`src/rtl/controller_iram_arbiter.sv`:
```
// Round-robin arbiter sharing the single-port instruction RAM between fetch and debug masters.
// One grant per cycle, a bounded debug lock, and read data returned with one cycle of latency.
module controller_iram_arbiter #(
  parameter int unsigned ADDR_W   = 9,
  parameter int unsigned DATA_W   = 32,
  parameter int unsigned LOCK_MAX = 16
) (
  input  logic                clk,
  input  logic                reset_n,
  // Instruction fetch master (read-only)
  input  logic [ADDR_W-1:0]   i_address,
  input  logic                i_read,
  output logic                i_waitrequest,
  output logic [DATA_W-1:0]   i_readdata,
  output logic                i_readdatavalid,
  // Debug / loader master
  input  logic [ADDR_W-1:0]   d_address,
  input  logic                d_read,
  input  logic                d_write,
  input  logic [DATA_W/8-1:0] d_byteenable,
  input  logic [DATA_W-1:0]   d_writedata,
  input  logic                d_lock,
  output logic                d_waitrequest,
  output logic [DATA_W-1:0]   d_readdata,
  output logic                d_readdatavalid,
  // RAM slave port
  output logic [ADDR_W-1:0]   ram_address,
  output logic                ram_chipselect,
  output logic                ram_write,
  output logic                ram_debugaccess,
  output logic                ram_clken,
  output logic [DATA_W/8-1:0] ram_byteenable,
  output logic [DATA_W-1:0]   ram_writedata,
  input  logic [DATA_W-1:0]   ram_readdata
);

  localparam logic [1:0] OwnNone = 2'd0;
  localparam logic [1:0] OwnI    = 2'd1;
  localparam logic [1:0] OwnD    = 2'd2;

  localparam logic GrantI = 1'b0;
  localparam logic GrantD = 1'b1;

  localparam logic [7:0] LockCntMax = 8'(LOCK_MAX);

  logic [1:0] rd_owner_q, rd_owner_d;
  logic       last_grant_q, last_grant_d;
  logic [7:0] lock_cnt_q, lock_cnt_d;

  logic i_req, d_req;
  logic grant_i, grant_d;

  assign i_req = i_read;
  assign d_req = d_read | d_write;

  // Grants are suppressed while reset is held so no access or read tracking starts.
  always_comb begin
    grant_i    = 1'b0;
    grant_d    = 1'b0;
    lock_cnt_d = lock_cnt_q;
    if (reset_n) begin
      if (i_req && d_req) begin
        if (d_lock) begin
          if (lock_cnt_q >= LockCntMax) begin
            grant_i = 1'b1;
          end else begin
            grant_d    = 1'b1;
            lock_cnt_d = lock_cnt_q + 8'd1;
          end
        end else if (last_grant_q == GrantD) begin
          grant_i = 1'b1;
        end else begin
          grant_d = 1'b1;
        end
      end else if (i_req) begin
        grant_i = 1'b1;
      end else if (d_req) begin
        grant_d = 1'b1;
      end
    end
    if (!i_req || !d_lock || grant_i) begin
      lock_cnt_d = 8'd0;
    end
  end

  always_comb begin
    last_grant_d = last_grant_q;
    if (grant_i) begin
      last_grant_d = GrantI;
    end else if (grant_d) begin
      last_grant_d = GrantD;
    end
  end

  // A simultaneous d_read/d_write is a write, so it never claims read data.
  always_comb begin
    rd_owner_d = OwnNone;
    if (grant_i) begin
      rd_owner_d = OwnI;
    end else if (grant_d && !d_write) begin
      rd_owner_d = OwnD;
    end
  end

  always_ff @(posedge clk) begin
    if (!reset_n) begin
      rd_owner_q   <= OwnNone;
      last_grant_q <= GrantD;
      lock_cnt_q   <= 8'd0;
    end else begin
      rd_owner_q   <= rd_owner_d;
      last_grant_q <= last_grant_d;
      lock_cnt_q   <= lock_cnt_d;
    end
  end

  always_comb begin
    i_waitrequest   = !reset_n || (i_req && !grant_i);
    d_waitrequest   = !reset_n || (d_req && !grant_d);
    i_readdata      = ram_readdata;
    d_readdata      = ram_readdata;
    i_readdatavalid = reset_n && (rd_owner_q == OwnI);
    d_readdatavalid = reset_n && (rd_owner_q == OwnD);
  end

  always_comb begin
    ram_chipselect  = grant_i || grant_d;
    ram_clken       = reset_n;
    ram_write       = grant_d && d_write;
    ram_debugaccess = grant_d && d_write;
    ram_address     = grant_d ? d_address : i_address;
    ram_byteenable  = grant_d ? d_byteenable : '1;
    ram_writedata   = d_writedata;
  end

endmodule

```
`config.mk`:
```
export PLATFORM = sky130hd
export DESIGN_NAME = controller_iram_arbiter
export DESIGN_NICKNAME = d
export VERILOG_FILES = /design/src/rtl/controller_iram_arbiter.sv
export SDC_FILE = /design/constraint.sdc
export NUM_CORES = 1
export LEC_CHECK = 0
export BUFFER_PORTS_ARGS = -buffer_cell sky130_fd_sc_hd__buf_2
export CAP_MARGIN = 25
export CORE_MARGIN = 4
export CORE_UTILIZATION = 25
export DETAILED_ROUTE_END_ITERATION = 16
export PLACE_DENSITY = 0.72
export SLEW_MARGIN = 20
export SYNTH_ARGS = -nofsm -noshare
export SYNTH_HDL_FRONTEND = slang
export SYNTH_SLANG_ARGS = --single-unit
export TNS_END_PERCENT = 50
```
`constraint.sdc`:
```
create_clock -name clk -period 3 [get_ports clk]
set_input_delay 0.15 -clock clk [delete_from_list [all_inputs] [get_ports clk]]
set_output_delay 0.15 -clock clk [all_outputs]
set_load 0.01 [all_outputs]
```
Word level (Yosys, flattened, before mapping)
Index checks and enable logic that the tools add are counted.

word-level totals
  ROM bits = 0
  latch bits = 0
  bits in registers = 11
  memories = 0
  word-level logic and storage cells = 52
  memory bits (writable) = 0

operators by class
  mux-type cells = 19
  multipliers = 0
  add/sub/neg operators = 1
  bitwise operators = 3
  eq/ne operators = 2
  reduce and logical (&&, ||, !) cells = 22
  shift-type cells = 0
  div/mod/pow operators = 0
  magnitude comparators = 1

operators by type and width
  operator                                                                number
  1-bit two-way mux                                                       16
  9-bit two-way mux                                                       1
  8-bit by 1-bit adder with 8-bit output (second input constant)          1
  8-bit by 5-bit >= comparator with 1-bit output (second input constant)  1
  1-bit logical AND                                                       7
  1-bit logical NOT                                                       6
  1-bit logical OR                                                        5
  4-bit two-way mux                                                       1
  2-bit OR reduction                                                      2
  3-bit AND reduction                                                     1
  2-bit by 1-bit equality test with 1-bit output (second input constant)  1
  2-bit equality test (second input constant)                             1
  2-bit two-way mux                                                       1
  1-bit NOT                                                               2
  2-bit nonzero test                                                      1
  1-bit OR                                                                1

Depth between registers and ports, before layout
Gate-level depths: netlist of the first run.

  depth in word-level cells = 8
  gate-level depth with buffers = 4
  depth with buffers taken out = 4

Worst setup path after synthesis of the first run
Ideal clock, no wire load.

  path type = reg2out
  start point = reg lock_cnt_q[7]
  end point = out ram_address[0]
  arrival = 1.382 ns
  path buffers = 0
  stages on the path, launching flop included = 5
  setup slack = 1.468 ns
  cell sequence = dfxtp_1 > nor4_4 > o221ai_2 > nor2_4 > mux2_2

between the ends
  longest elaborated chain between the ends = 6

ends and longest elaborated chain
  what                                            RTL line  source
  start, declared                                 48        logic [7:0] lock_cnt_q, lock_cnt_d;
  start signal, assigned                          113       lock_cnt_q <= lock_cnt_d;
  8-bit by 5-bit >= comparator with 1-bit output  64        if (lock_cnt_q >= LockCntMax) begin
  1-bit two-way mux                               64
  1-bit two-way mux                               63        if (d_lock) begin
  1-bit two-way mux                               62        if (i_req && d_req) begin
  1-bit two-way mux                               61        if (reset_n) begin
  9-bit two-way mux                               131       ram_address = grant_d ? d_address : i_address;
  end, declared                                   27        output logic [ADDR_W-1:0] ram_address,

Every way passes these cells.

Final worst setup path of the first run
  start point = reg lock_cnt_q[7]
  end point = out ram_address[7]

Same word-level chain as after synthesis.

==> results of run 1 <==
[layout make-up]
class / count / area, um2
repair buffers: 48 / 240
fillers: 567 / 4190
well taps: 70 / 87.6
multi-input cells: 51 / 375
clock buffers: 4 / 45.0
flip-flops and latches: 11 / 220
inverters: 4 / 15.0
[Yosys cell counts, drive strengths merged]
master	n
buf	99
xnor2	1
a31oi	1
conb	1
nand2	4
o21a	1
and2	1
nor3b	1
o221ai	1
nand3	1
mux2	9
xor2	1
nor4	1
nand4	1
and3	1
ha	2
and3b	1
o31ai	1
or3	4
o21ai	2
inv	4
dfxtp	11
nor2	12
or2	1
o211ai	1
[where the power goes]
group	internal, uW	leakage, uW	switching, uW
registers	151	0.0000904	3.05
clock network	93.2	0.0000228	54.5
logic	43.9	0.000326	42.2
[logic make-up after synthesis]
family                     Yosys count  share of synthesized area (%)
and+or+nand+nor                     28                           12.4
xor gates and xnor gates             2                           1.30
other                                1                          0.279
muxes                                9                           7.54
DFF                                 11                           16.4
adders and majority gates            2                           1.86
buffers and inverters              103                           56.2
AOI/OAI and AO/OA                    7                           4.00
[routing by layer]
| layer | vias to the layer above | GRT usage [%] | routed length (um) | share of wire [%] |
|---|---|---|---|---|
| met3 | 32 | 2.33 | 347 | 15 |
| met4 | 0 | 10.8 | 216 | 9.3 |
| met2 | 44 | 9.20 | 1060 | 45 |
| met5 | - | 0 | 0 | 0 |
| li1 | 325 | - | - | - |
| met1 | 309 | 6.00 | 704 | 30 |
[registers in the layout, summed over array words and instances, names as in the netlist]
signal        count
lock_cnt_q        8
rd_owner_q        2
last_grant_q      1
[through the flow]
stage / setup WS [ps] / power, uW / instances / utilization (%)
6_report: 1000 / 388 / 188 / 19.0
3_5_place_dp: 1240 / 244 / 184 / 18.1
3_3_place_gp: 1290 / 242 / 184 / 18.1
5_1_grt: 900 / 412 / 188 / 19.0
4_1_cts: 990 / 393 / 188 / 19.0
2_1_floorplan: 1470 / 335 / 165 / -
[critical path, cell delays in order, from the launching register on]
cell and delay, ps:
dfxtp_1 310, nor4_4 290, o221ai_2 230, nor2_4 270
mux2_2 360, buf_2 140
[how the worst min path moves through the flow]
stage	to	slack (ps)	cells past startpoint
after floorplan	rd_owner_q[1]	230	1
after global placement	ram_writedata[16]	300	0
after detailed placement	ram_writedata[16]	300	0
after CTS	rd_owner_q[1]	120	2
after global routing	rd_owner_q[1]	110	2
final	rd_owner_q[1]	120	2
==> insert_results.sql, run 1 <==
INSERT INTO impl_metrics (metric_group, metric, value, unit) VALUES
('job', 'cap_violations', '0', ''),
('drt', 'totalWireLength', '2330', 'um'),
('drt', 'avg_vias_per_cell', '3.78', ''),
('floorplan', 'placementRows', '26', ''),
('cells_and_area', 'drive_above_1_share', '58.5', '%'),
('setup_path', 'crit-reg2reg-launch', 'lock_cnt_q[7]', ''),
('floorplan', 'design.die.area', '0.00661', 'mm2'),
('synthesis', 'synth_sequential_area_ratio', '16.4', '%'),
('synthesis', 'synthCells', '163', ''),
('global_route', 'grt_max_degree', '11', ''),
('pwr', 'p_per_area', '394', 'mW/mm2'),
('timing', 'hold-worst-slack', '119', 'ps'),
('setup_path', 'setup.worst_path.start', 'lock_cnt_q[7]', ''),
('floorplan', 'initial_utilization', '26.0', '%'),
('cells_and_area', 'final_design_area_no_fill', '983', 'um2'),
('synthesis', 'synthesis.area_per_instance', '8.24', 'um2'),
('place', 'hpwl', '1930', 'um'),
('timing', 'clock_skew', '1.86', 'ps'),
('setup_path', 'critPathKind', 'register to output pin', ''),
('timing', 'grt_setup_unrepaired', 'false', ''),
('drt', 'detailroute.via_count', '710', ''),
('setup_path', 'setup.worst_path.end', 'ram_address[7]', ''),
('setup_path', 'worst_setup_path_start_kind', 'register', ''),
('cells_and_area', 'flow.area_growth_from_synthesis', '-26.8', '%'),
('run_status', 'outcome', 'complete, no violations', ''),
('clock_tree', 'postCtsHoldBufs', '0', ''),
('clock_tree', 'cts-htree-levels', '1', ''),
('timing', 'setup-violations-final', '0', ''),
('timing', 'finalHoldViolations', '0', ''),
('clock_tree', 'post_cts_repair_resize_count', '0', ''),
('pwr', 'vdd_ir_drop_max', '0.000127', 'V'),
('place', 'gp_congestion', '0.669', ''),
('cells_and_area', 'mostFrequentLayoutCell', 'buf_2', ''),
('clock_tree', 'cts_made_buffers', '3', ''),
('floorplan', 'io_pins', '209', ''),
('place', 'placement.io_buffers', '48', ''),
('setup_path', 'setup.reg_to_reg.worst_slack', '1730', 'ps'),
('drt', 'first_pass_iters', '4', ''),
('drt', 'drt-initial-drc-count', '19', ''),
('floorplan', 'fp.coreArea', '0.00517', 'mm2'),
('drt', 'drc', '0', ''),
('global_route', 'first_global_vias', '728', ''),
('clock_tree', 'cts_buffer_depth', '2', ''),
('global_route', 'globalRouteOverflowTotal', '0', ''),
('floorplan', 'chipHeight', '81.3', 'um'),
('setup_path', 'crit_path_max_fanout', '9', ''),
('synthesis', 'ys_seq_elements', '11', ''),
('synthesis', 'post-synth-top-area-cell', 'buf_4', ''),
('clock_tree', 'postCtsSetupRepairBufs', '0', ''),
('synthesis', 'yosys.area.top_type_share', '54.7', '%'),
('drt', 'post_drt_wl_per_cell', '12.4', 'um'),
('setup_path', 'worstRegToRegCells', '4', ''),
('pwr', 'static-leakage-power', '0.000439', 'uW'),
('setup_path', 'arrival', '1850', 'ps'),
('global_route', 'grt_usage', '6.63', '%'),
('synthesis', 'yosys_warnings', '0', ''),
('cells_and_area', 'commonest_cells_after_routing_fill_and_taps_aside', 'buf_2, nor2_1, dfxtp_1', ''),
('global_route', 'global_route_wire_length_before_repair', '3280', 'um'),
('hold_path', 'hp-start', 'd_write', ''),
('timing', 'fin_crit', '2000', 'ps'),
('timing', 'finalCritPeriodShare', '66.7', '%'),
('synthesis', 'ys_top_cells_by_area', 'buf_4, dfxtp_1, mux2_2', ''),
('clock_tree', 'number_of_clock_sinks', '11', ''),
('setup_path', 'setup.worst_path.end_class', 'output pin', ''),
('synthesis', 'syn_area', '0.00134', 'mm2'),
('setup_path', 'worstPathRequired', '2850', 'ps'),
('drt', 'antenna_left', '0', ''),
('floorplan', 'die_w', '81.3', 'um'),
('cells_and_area', 'insertedDiodeCount', '0', ''),
('hold_path', 'type_of_the_tightest_min_delay_check', 'input pin to register', ''),
('clock_tree', 'cts_root_buffer', 'clkbuf_8', ''),
('clock_tree', 'worst_skew_pair.late_latency', '240', 'ps'),
('timing', 'timing.final.max_slew_violations', '0', ''),
('cells_and_area', 'final_net_count', '213', ''),
('timing', 'totalNegativeSetupSlack', '0', 'ps'),
('global_route', 'antenna_found_initial', '0', ''),
('clock_tree', 'tritoncts', 'yes', ''),
('synthesis', 'ys_types', '27', ''),
('place', 'cell_area_reported_after_detailed_placement', '938', 'um2'),
('timing', 'max_freq', '0.500', 'GHz'),
('clock_tree', 'path_clk_slew', '50', 'ps'),
('setup_path', 'end_of_the_worst_register_to_register_path', 'lock_cnt_q[2]', '');
(Power assumes the default switching activity.)
==> run 2, diff against run 1 <==
--- a/config.mk
+++ b/config.mk
@@ -10,7 +10,7 @@
 export CORE_MARGIN = 4
 export CORE_UTILIZATION = 25
 export DETAILED_ROUTE_END_ITERATION = 16
-export PLACE_DENSITY = 0.72
+export PLACE_DENSITY = 0.74
 export SLEW_MARGIN = 20
 export SYNTH_ARGS = -nofsm -noshare
 export SYNTH_HDL_FRONTEND = slang
==> constraint.sdc (replaced) <==
create_clock -name clk -period 1.65 [get_ports clk]
set_input_delay 0.0825 -clock clk [delete_from_list [all_inputs] [get_ports clk]]
set_output_delay 0.0825 -clock clk [all_outputs]
set_load 0.01 [all_outputs]
==> insert_results.sql, run 2 (synthesis results as in run 1) <==
INSERT INTO impl_metrics (metric_group, metric, value, unit) VALUES
('global_route', 'grt_usage', '6.87', '%'),
('drt', 'drt-initial-drc-count', '18', ''),
('setup_path', 'critPathKind', 'register to output pin', ''),
('cells_and_area', 'mostFrequentLayoutCell', 'buf_2', ''),
('setup_path', 'crit_path_max_fanout', '6', ''),
('timing', 'grt_setup_unrepaired', 'true', ''),
('cells_and_area', 'drive_above_1_share', '60.8', '%'),
('floorplan', 'initial_utilization', '26.0', '%'),
('cells_and_area', 'insertedDiodeCount', '0', ''),
('setup_path', 'worstPathCellList', 'nor4_4, o221ai_2, buf_4, or3_2, buf_2', ''),
('setup_path', 'critical-path-slowest-cell', 'or3_2', ''),
('timing', 'setup-violations-final', '13', ''),
('clock_tree', 'number_of_clock_sinks', '11', ''),
('timing', 'fin_crit', '1830', 'ps'),
('floorplan', 'io_pins', '209', ''),
('global_route', 'antenna_found_initial', '0', ''),
('drt', 'drc', '0', ''),
('clock_tree', 'cts-htree-levels', '1', ''),
('drt', 'post_drt_wl_per_cell', '12.8', 'um'),
('timing', 'max_freq', '0.547', 'GHz'),
('cells_and_area', 'final_net_count', '215', ''),
('drt', 'antenna_left', '0', ''),
('setup_path', 'setup.reg_to_reg.worst_slack', '380', 'ps'),
('cells_and_area', 'n_fill_cell', '574', ''),
('clock_tree', 'cts_made_buffers', '3', ''),
('clock_tree', 'worst_skew_pair.late_latency', '240', 'ps'),
('clock_tree', 'path_clk_slew', '50', 'ps'),
('cells_and_area', 'largest_registers_in_the_final_layout', 'lock_cnt_q x8, rd_owner_q x2, last_grant_q x1', ''),
('setup_path', 'worstRegToRegCells', '4', ''),
('floorplan', 'placementRows', '26', ''),
('cells_and_area', 'flow.area_growth_from_synthesis', '-17.9', '%'),
('run_status', 'violated_checks', 'negative setup slack', ''),
('timing', 'clock_skew', '3.15', 'ps'),
('place', 'hpwl', '1900', 'um'),
('place', 'gp_congestion', '0.637', ''),
('timing', 'finalHoldViolations', '0', ''),
('timing', 'timing.final.max_slew_violations', '0', ''),
('hold_path', 'hp-start', 'd_write', ''),
('setup_path', 'crit-reg2reg-launch', 'lock_cnt_q[7]', ''),
('cells_and_area', 'finalCoreUtilization', '21.3', '%'),
('drt', 'totalWireLength', '2430', 'um'),
('pwr', 'p_per_area', '684', 'mW/mm2'),
('setup_path', 'critical_path_buf_inv_count', '2', ''),
('hold_path', 'hold_path_depth', '2', ''),
('cells_and_area', 'largest_register_ff_count', '8', ''),
('clock_tree', 'cts_root_buffer', 'clkbuf_8', ''),
('global_route', 'global_route_wire_length_before_repair', '3400', 'um'),
('drt', 'detailroute.via_count', '730', ''),
('setup_path', 'arrival', '1750', 'ps'),
('setup_path', 'setup.worst_path.end_class', 'output pin', ''),
('run_status', 'outcome', 'finished, violations left', ''),
('timing', 'finalCritPeriodShare', '111', '%'),
('cells_and_area', 'commonest_cells_after_routing_fill_and_taps_aside', 'buf_2, nor2_1, mux2_4, dfxtp_1, buf_6', ''),
('setup_path', 'cp_top_family', 'simple AND/OR/NAND/NOR gates', ''),
('setup_path', 'worst_path_largest_cell_delay', '400', 'ps'),
('hold_path', 'timing.hold.worst_endpoint', 'rd_owner_q[1]', ''),
('setup_path', 'worstPathRequired', '1570', 'ps'),
('global_route', 'first_global_vias', '780', ''),
('pwr', 'vdd_ir_drop_max', '0.000204', 'V'),
('floorplan', 'chipHeight', '81.3', 'um'),
('clock_tree', 'tritoncts', 'yes', ''),
('floorplan', 'design.die.area', '0.00661', 'mm2'),
('global_route', 'grt_max_degree', '11', ''),
('job', 'cap_violations', '0', ''),
('setup_path', 'end_of_the_worst_register_to_register_path', 'lock_cnt_q[4]', ''),
('setup_path', 'worst_setup_path_start_kind', 'register', ''),
('floorplan', 'die_w', '81.3', 'um'),
('drt', 'avg_vias_per_cell', '3.84', ''),
('floorplan', 'fp.coreArea', '0.00517', 'mm2'),
('global_route', 'globalRouteOverflowTotal', '0', ''),
('place', 'placement.io_buffers', '48', ''),
('drt', 'first_pass_iters', '4', ''),
('timing', 'layout_setup_ws', '-180', 'ps'),
('pwr', 'report.power.total', '755', 'uW'),
('pwr', 'static-leakage-power', '0.000506', 'uW'),
('clock_tree', 'cts_buffer_depth', '2', ''),
('hold_path', 'type_of_the_tightest_min_delay_check', 'input pin to register', ''),
('cells_and_area', 'top_register_by_number_of_flip_flops', 'lock_cnt_q', '');
run 2: worst max-delay path by stage:
| stage | start | cells past startpoint | to |
|---|---|---|---|
| final | lock_cnt_q[7] | 5 | ram_byteenable[1] |
| after floorplan | lock_cnt_q[7] | 4 | ram_address[0] |
| after detailed placement | lock_cnt_q[7] | 5 | ram_address[1] |
| after global routing | lock_cnt_q[4] | 5 | ram_byteenable[3] |
| after CTS | lock_cnt_q[7] | 6 | ram_address[1] |
| after global placement | lock_cnt_q[4] | 5 | ram_address[1] |
run 2: repair_timing:
action,4_1_cts,5_1_grt
pin swaps,2,2
hold buffers,0,0
gates resized for setup,11,9
endpoints found under the setup margin,13,14
buffers inserted,1,0
run 2: final cells by class:
class | instances | area (um2) | share of cell area [%]
Sequential cell | 11 | 223 | 20.2
Multi-Input combinational cell | 51 | 409 | 37.1
Clock buffer | 4 | 45.0 | 4.08
Timing Repair Buffer | 50 | 324 | 29.4
Inverter | 4 | 15.0 | 1.36
Tap cell | 70 | 87.6 | 7.94
run 2: per-layer routing:
metal	track usage [%]	vias to the layer above	routed length (um)
met4	10.5	0	214
met5	0	-	0
met2	9.61	51	1060
met1	5.88	319	792
li1	-	328	-
met3	3.33	32	363
run 2: where the power goes:
part | internal [uW] | total [uW] | switching (uW)
clock network | 169 | 263 | 93.6
logic | 123 | 212 | 89.4
registers | 275 | 280 | 5.30
total | 567 | 755 | 188
run 2: per-stage QoR:
step / setup TNS [ps] / worst slack (ps) / hold WS [ps] / instances / instance area (um2)
finish: -1970 / -180 / 52.4 / 190 / 1100
global route: -2880 / -248 / 55.8 / 190 / 1100
CTS: -2390 / -196 / 47.6 / 190 / 1070
detailed placement: 0 / 1.30 / 165 / 185 / 946
global placement: 0 / 56.8 / 165 / 185 / 946
floorplan: 0 / 185 / 159 / 165 / 1350
